--- src/rtl/cacheline_adaptor_pkg.sv ---
// ============================================================================
// cacheline_adaptor_pkg : shared types and sizing for the cache-line adaptor
// Rev 1.0
// ============================================================================
`default_nettype none

package cacheline_adaptor_pkg;

   localparam int unsigned S_LINE  = 256;
   localparam int unsigned S_BURST = 64;
   localparam int unsigned BEATS   = S_LINE / S_BURST;

   typedef logic [1:0] beat_cnt_t;

   typedef enum logic [1:0] {
      ST_IDLE  = 2'd0,
      ST_READ  = 2'd1,
      ST_WRITE = 2'd2,
      ST_DONE  = 2'd3
   } state_e;

endpackage

`default_nettype wire

--- src/rtl/cacheline_adaptor_if.sv ---
// ============================================================================
// cacheline_adaptor_if : cache-side pmem_* and memory-side burst signals
// Rev 1.0
// ============================================================================
`default_nettype none

interface cacheline_adaptor_if
   import cacheline_adaptor_pkg::*;
#(
   parameter int s_line  = S_LINE,
   parameter int s_burst = S_BURST
);

   logic [s_line-1:0]  line_i;
   logic [s_line-1:0]  line_o;
   logic [31:0]        address_i;
   logic               read_i;
   logic               write_i;
   logic               resp_o;
   logic [s_burst-1:0] burst_i;
   logic [s_burst-1:0] burst_o;
   logic [31:0]        address_o;
   logic               read_o;
   logic               write_o;
   logic               resp_i;

   modport slave (
      input  line_i, address_i, read_i, write_i, burst_i, resp_i,
      output line_o, resp_o, burst_o, address_o, read_o, write_o
   );

   modport master (
      output line_i, address_i, read_i, write_i, burst_i, resp_i,
      input  line_o, resp_o, burst_o, address_o, read_o, write_o
   );

endinterface

`default_nettype wire

--- src/rtl/cacheline_adaptor.sv ---
// ============================================================================
// cacheline_adaptor : bridges one cache line to a multi-beat memory burst
// Rev 1.0
// ============================================================================
`default_nettype none

module cacheline_adaptor
   import cacheline_adaptor_pkg::*;
#(
   parameter int s_line  = S_LINE,
   parameter int s_burst = S_BURST
) (
   input  wire logic          clk,
   input  wire logic          rst,
   cacheline_adaptor_if.slave bus
);

   localparam beat_cnt_t LAST_BEAT = beat_cnt_t'(s_line / s_burst - 1);

   state_e            state_q, state_d;
   beat_cnt_t         cnt_q,   cnt_d;
   logic [31:0]       addr_q,  addr_d;
   logic [s_line-1:0] wline_q, wline_d;
   logic [s_line-1:0] rline_q, rline_d;

   always_comb begin
      state_d = state_q;
      cnt_d   = cnt_q;
      addr_d  = addr_q;
      wline_d = wline_q;
      rline_d = rline_q;
      case (state_q)
         ST_IDLE: begin
            if (bus.write_i) begin
               addr_d  = bus.address_i & 32'hFFFF_FFE0;
               wline_d = bus.line_i;
               cnt_d   = '0;
               state_d = ST_WRITE;
            end else if (bus.read_i) begin
               addr_d  = bus.address_i & 32'hFFFF_FFE0;
               cnt_d   = '0;
               state_d = ST_READ;
            end
         end
         ST_READ: begin
            if (bus.resp_i) begin
               rline_d[int'(cnt_q)*s_burst +: s_burst] = bus.burst_i;
               cnt_d = cnt_q + 2'd1;
               if (cnt_q == LAST_BEAT) state_d = ST_DONE;
            end
         end
         ST_WRITE: begin
            if (bus.resp_i) begin
               cnt_d = cnt_q + 2'd1;
               if (cnt_q == LAST_BEAT) state_d = ST_DONE;
            end
         end
         ST_DONE: state_d = ST_IDLE;
         default: state_d = ST_IDLE;
      endcase
   end

   always_ff @(posedge clk or negedge rst) begin
      if (!rst) begin
         state_q <= ST_IDLE;
         cnt_q   <= '0;
         addr_q  <= '0;
         wline_q <= '0;
         rline_q <= '0;
      end else begin
         state_q <= state_d;
         cnt_q   <= cnt_d;
         addr_q  <= addr_d;
         wline_q <= wline_d;
         rline_q <= rline_d;
      end
   end

   // Outputs decode straight from state so they fall the cycle the FSM leaves READ/WRITE.
   assign bus.read_o    = (state_q == ST_READ);
   assign bus.write_o   = (state_q == ST_WRITE);
   assign bus.resp_o    = (state_q == ST_DONE);
   assign bus.address_o = (state_q == ST_READ || state_q == ST_WRITE) ? addr_q : 32'h0;
   assign bus.burst_o   = (state_q == ST_WRITE) ? wline_q[int'(cnt_q)*s_burst +: s_burst]
                                                : '0;
   assign bus.line_o    = rline_q;

endmodule

`default_nettype wire

--- src/flat_wrapper.sv ---
// flat-port wrapper written by rule: the top's interface ports become plain ports
module cacheline_adaptor_flat import cacheline_adaptor_pkg::*;
#(
   parameter int s_line  = S_LINE,
   parameter int s_burst = S_BURST
)
  (clk, rst, bus_line_i, bus_address_i, bus_read_i, bus_write_i, bus_burst_i, bus_resp_i, bus_line_o, bus_resp_o, bus_burst_o, bus_address_o, bus_read_o, bus_write_o);
  cacheline_adaptor_if #(.s_line(s_line), .s_burst(s_burst)) bus_i ();
  input  wire logic clk;
  input  wire logic rst;
  input wire logic [$bits(bus_i.line_i)-1:0] bus_line_i;
  input wire logic [$bits(bus_i.address_i)-1:0] bus_address_i;
  input wire logic [$bits(bus_i.read_i)-1:0] bus_read_i;
  input wire logic [$bits(bus_i.write_i)-1:0] bus_write_i;
  input wire logic [$bits(bus_i.burst_i)-1:0] bus_burst_i;
  input wire logic [$bits(bus_i.resp_i)-1:0] bus_resp_i;
  output wire logic [$bits(bus_i.line_o)-1:0] bus_line_o;
  output wire logic [$bits(bus_i.resp_o)-1:0] bus_resp_o;
  output wire logic [$bits(bus_i.burst_o)-1:0] bus_burst_o;
  output wire logic [$bits(bus_i.address_o)-1:0] bus_address_o;
  output wire logic [$bits(bus_i.read_o)-1:0] bus_read_o;
  output wire logic [$bits(bus_i.write_o)-1:0] bus_write_o;
  assign bus_i.line_i = bus_line_i;
  assign bus_i.address_i = bus_address_i;
  assign bus_i.read_i = bus_read_i;
  assign bus_i.write_i = bus_write_i;
  assign bus_i.burst_i = bus_burst_i;
  assign bus_i.resp_i = bus_resp_i;
  assign bus_line_o = bus_i.line_o;
  assign bus_resp_o = bus_i.resp_o;
  assign bus_burst_o = bus_i.burst_o;
  assign bus_address_o = bus_i.address_o;
  assign bus_read_o = bus_i.read_o;
  assign bus_write_o = bus_i.write_o;
  cacheline_adaptor #(.s_line(s_line), .s_burst(s_burst)) u_core (.clk(clk), .rst(rst), .bus(bus_i));
endmodule
--- config.mk ---
export PLATFORM = sky130hd
export DESIGN_NAME = cacheline_adaptor_flat
export DESIGN_NICKNAME = d
export VERILOG_FILES = /design/src/rtl/cacheline_adaptor_pkg.sv /design/src/rtl/cacheline_adaptor_if.sv /design/src/rtl/cacheline_adaptor.sv /design/src/flat_wrapper.sv
export SDC_FILE = /design/constraint.sdc
export NUM_CORES = 1
export LEC_CHECK = 0
export BUFFER_PORTS_ARGS = -buffer_cell sky130_fd_sc_hd__clkbuf_2
export CAP_MARGIN = 20
export CORE_AREA = 2 2 281 283
export DETAILED_ROUTE_END_ITERATION = 8
export DIE_AREA = 0 0 283 285
export HOLD_SLACK_MARGIN = 0.1
export SETUP_SLACK_MARGIN = 0.1
export SYNTH_ARGS = -nofsm -noshare
export SYNTH_HDL_FRONTEND = slang
export SYNTH_SLANG_ARGS = --single-unit
--- constraint.sdc ---
create_clock -name clk -period 2.5 [get_ports clk]
set_clock_uncertainty 0.15 [all_clocks]
set_input_delay 0.75 -clock clk [delete_from_list [all_inputs] [get_ports clk]]
set_output_delay 0.75 -clock clk [all_outputs]
set_load 0.005 [all_outputs]
==> flow_summary.json <==
{
  "required_ns": 1.60,
  "initial_core_util_pct": 28.3,
  "p_per_area_nw_per_um2": 1160,
  "worstSkewPairLatency_ns": 0.60,
  "crit_end": "bus_burst_o[8]",
  "hold_class": "input port to flop",
  "port_buffers": 701,
  "antenna_left": 0,
  "placementRows": 103,
  "post-route-min-period_ns": 3.07,
  "r2r-end": "u_core.bus.line_o[140]",
  "boundaryPins": 712,
  "nets": 2573,
  "period_share_pct": 123,
  "worst_r2r_path_depth": 14,
  "cap_violations": 0,
  "grt_pass1_vias": 17000,
  "crit_family": "multiplexers",
  "cts_buffer_depth": 3,
  "ys_types": 29,
  "grt_start_max_net_pins": 68,
  "r2r_slack_ns": -0.18,
  "drt_iter0_drc": 825,
  "dp_hpwl_mm": 51.4,
  "wl_per_cell_um": 23.0,
  "synth_cells": 1399,
  "fill_cells": 7252,
  "cts_buffers": 59,
  "fmax_mhz": 325,
  "dieWidth_um": 283,
  "grt_first_pass_wirelength_mm": 109,
  "path_depth": 5,
  "crit_start": "u_core.cnt_q[0]",
  "drive_gt1_share_pct": 62.4,
  "yosys_warnings": 0,
  "synth-seq-cells": 543,
  "worst_ir_drop_vdd_uv": 549,
  "cp_max_fo": 4,
  "synth-edff-count": 0,
  "syn_area_um2": 22000,
  "ctsRootBufferMaster": "clkbuf_16",
  "final_max_slew_viol_count": 0,
  "cts.sinks": 543,
  "routabilityCongestion": 0.891,
  "syn_area_per_cell_um2": 15.7,
  "crit_path_start_kind": "flop",
  "worstSetupPathType": "flop to output pin",
  "cp_slowest_cell": "mux4_2",
  "multi_input_area_um2": 8220,
  "slew_headroom_pct": 64.8,
  "holdPathStages": 2,
  "yosysSeqAreaShare_pct": 61.7,
  "cts_tree": "built",
  "drcViolationCount": 0,
  "viasPerCell": 4.87,
  "die-area_um2": 80700,
  "drt-total-wl_mm": 75.9,
  "grt.total_usage_pct": 17.5,
  "core-area_um2": 78000,
  "ff_latch_area_um2": 13600,
  "p_leak_nw": 15.3,
  "rsz0062_at_grt": "yes",
  "outcome": "finished, violations left",
  "dr.pass1.iters": 5,
  "timing.hold.ws_ns": 0.205,
  "violations": "negative setup slack",
  "setup_viol": 242,
  "critPathMaxStageDelay_ns": 0.48,
  "pre_cts_ws_ns": -0.0684,
  "min_from": "bus_line_i[185]",
  "arrival_ns": 2.17,
  "critPathCaptureType": "output pin",
  "worst_pin_slew_ns": 0.529,
  "ys_async_sr_fraction_pct": 100,
  "critPathBufInv": 3,
  "grt_overflow_total": 0,
  "hold_viol": 0,
  "cts.clk_slew.worst_paths_ns": 0.07,
  "vias": 16100,
  "timing.rr.start": "u_core.cnt_q[0]",
  "die_h_um": 285,
  "antenna_found_initial": 14,
  "h-tree-depth": 2,
  "fin_ws_ns": -0.575,
  "area_delta_synth_final_pct": 42.3,
  "ys.flop_type": "dfrtp_1",
  "path_cells": "buf_4 > clkbuf_16 > mux4_2 > and2_1 > clkbuf_2"
}
cell families (layout without fill, tap and decap cells):
family | count (synthesis) | in the layout | synth area share, %
flops | 543 | 543 | 61.7
mux | 351 | 351 | 21.2
compound gates | 260 | 260 | 10.3
buf+inv | 120 | 967 | 2.68
simple gates | 112 | 112 | 3.41
fa+ha+maj | 12 | 12 | 0.682
other cells | 1 | 10 | 0.0170
layout by cell type, fill, tap and decap left out, drive strengths merged:
cell type / instances
clkinv: 14
dfrtp: 543
nand3: 4
and3: 1
nand2: 6
and4b: 1
a22oi: 1
clkbuf: 756
a22o: 256
ha: 12
nand2b: 2
mux2: 285
nor2: 2
bufinv: 6
inv: 8
nor4b: 1
clkinvlp: 2
a221oi: 1
mux2i: 2
conb: 5
nor4: 4
dlygate4sd3: 1
diode: 5
and2: 91
buf: 180
o21ai: 2
mux4: 64
registers in the layout (all words and copies together) (netlist names):
register / count
u_core.addr_q: 27
u_core.cnt_q: 2
u_core.state_q: 2
u_core.wline_q: 256
u_core.bus.line_o: 256
metrics by stage:
| stage | cell area [um2] | setup TNS, ns | util (%) | std cells | total power, W |
|---|---|---|---|---|---|
| after floorplan | 22100 | 0 | - | 1403 | 0.0201 |
| after global placement | 27400 | -0.129 | 35.2 | 3121 | 0.0244 |
| after detailed placement | 27400 | -2.57 | 35.2 | 3121 | 0.0249 |
| after CTS | 30000 | -53.98 | 38.5 | 3255 | 0.0350 |
| after global routing | 31300 | -88.94 | 40.2 | 3304 | 0.0384 |
| final | 31300 | -53.83 | 40.2 | 3305 | 0.0364 |
cells in the mapped netlist (2+ instances only):
library cell / n / area [um2]
mux2i_1: 2 / 20.0
clkbuf_1: 41 / 154
nand2b_1: 2 / 12.5
ha_1: 12 / 150
mux2_2: 285 / 3210
nand3_1: 2 / 10.0
buf_2: 44 / 220
nor4_4: 4 / 85.1
buf_1: 6 / 22.5
inv_1: 6 / 22.5
nand3_2: 2 / 20.0
mux4_2: 64 / 1440
buf_4: 20 / 150
nor2_1: 2 / 7.51
a22o_1: 256 / 2240
nand2_1: 6 / 22.5
and2_1: 91 / 569
dfrtp_1: 543 / 13600
worst register-to-register path, cell delays in order (launching register included):
cell,delay [ns]
dfrtp_4,0.51
buf_12,0.16
buf_16,0.15
buf_6,0.12
buf_8,0.11
clkinvlp_4,0.13
buf_6,0.13
ha_4,0.14
nand3_4,0.07
nor4b_4,0.29
buf_4,0.17
buf_12,0.13
buf_12,0.11
buf_12,0.12
a22o_1,0.13
power by group:
part	internal, W	total [W]	switching, W
Combinational	0.00854	0.0139	0.00537
Sequential	0.0118	0.0133	0.00156
Clock	0.00548	0.00919	0.00371
Total	0.0258	0.0364	0.0106
final cells by class:
type | instances | share of cell area, %
tap | 1050 | 4.19
antenna | 5 | 0.0399
clock inverter | 23 | 1.05
timing repair buffer | 853 | 19.4
multi-input combinational | 740 | 26.2
sequential | 543 | 43.4
clock buffer | 84 | 5.56
inverter | 7 | 0.128
metal layers:
| layer | part of all wire, % | up-vias | wire [um] | global-route usage (%) |
|---|---|---|---|---|
| li1 | - | 6839 | - | - |
| met1 | 39 | 8293 | 29500 | 21.5 |
| met2 | 49 | 785 | 37100 | 29.3 |
| met3 | 8.4 | 167 | 6360 | 4.77 |
| met4 | 3.9 | 14 | 2930 | 6.52 |
| met5 | 0.11 | - | 86 | 0 |
timing repair:
item / 4_1_cts / 5_1_grt
pin swaps: 21 / 49
setup buffers: 17 / 27
setup endpoints to repair: 286 / 334
gates cloned: 9 / 20
hold buffers: 1 / 0
endpoints found under the hold margin: 25 / 0
resized for setup: 46 / 189
worst min-delay path by stage:
stage,endpoint
after detailed placement,u_core.addr_q[28]
after floorplan,u_core.addr_q[10]
after CTS,u_core.addr_q[25]
final,u_core.wline_q[185]
after global routing,u_core.wline_q[97]
after global placement,u_core.addr_q[11]
(Power assumes the default switching activity.)
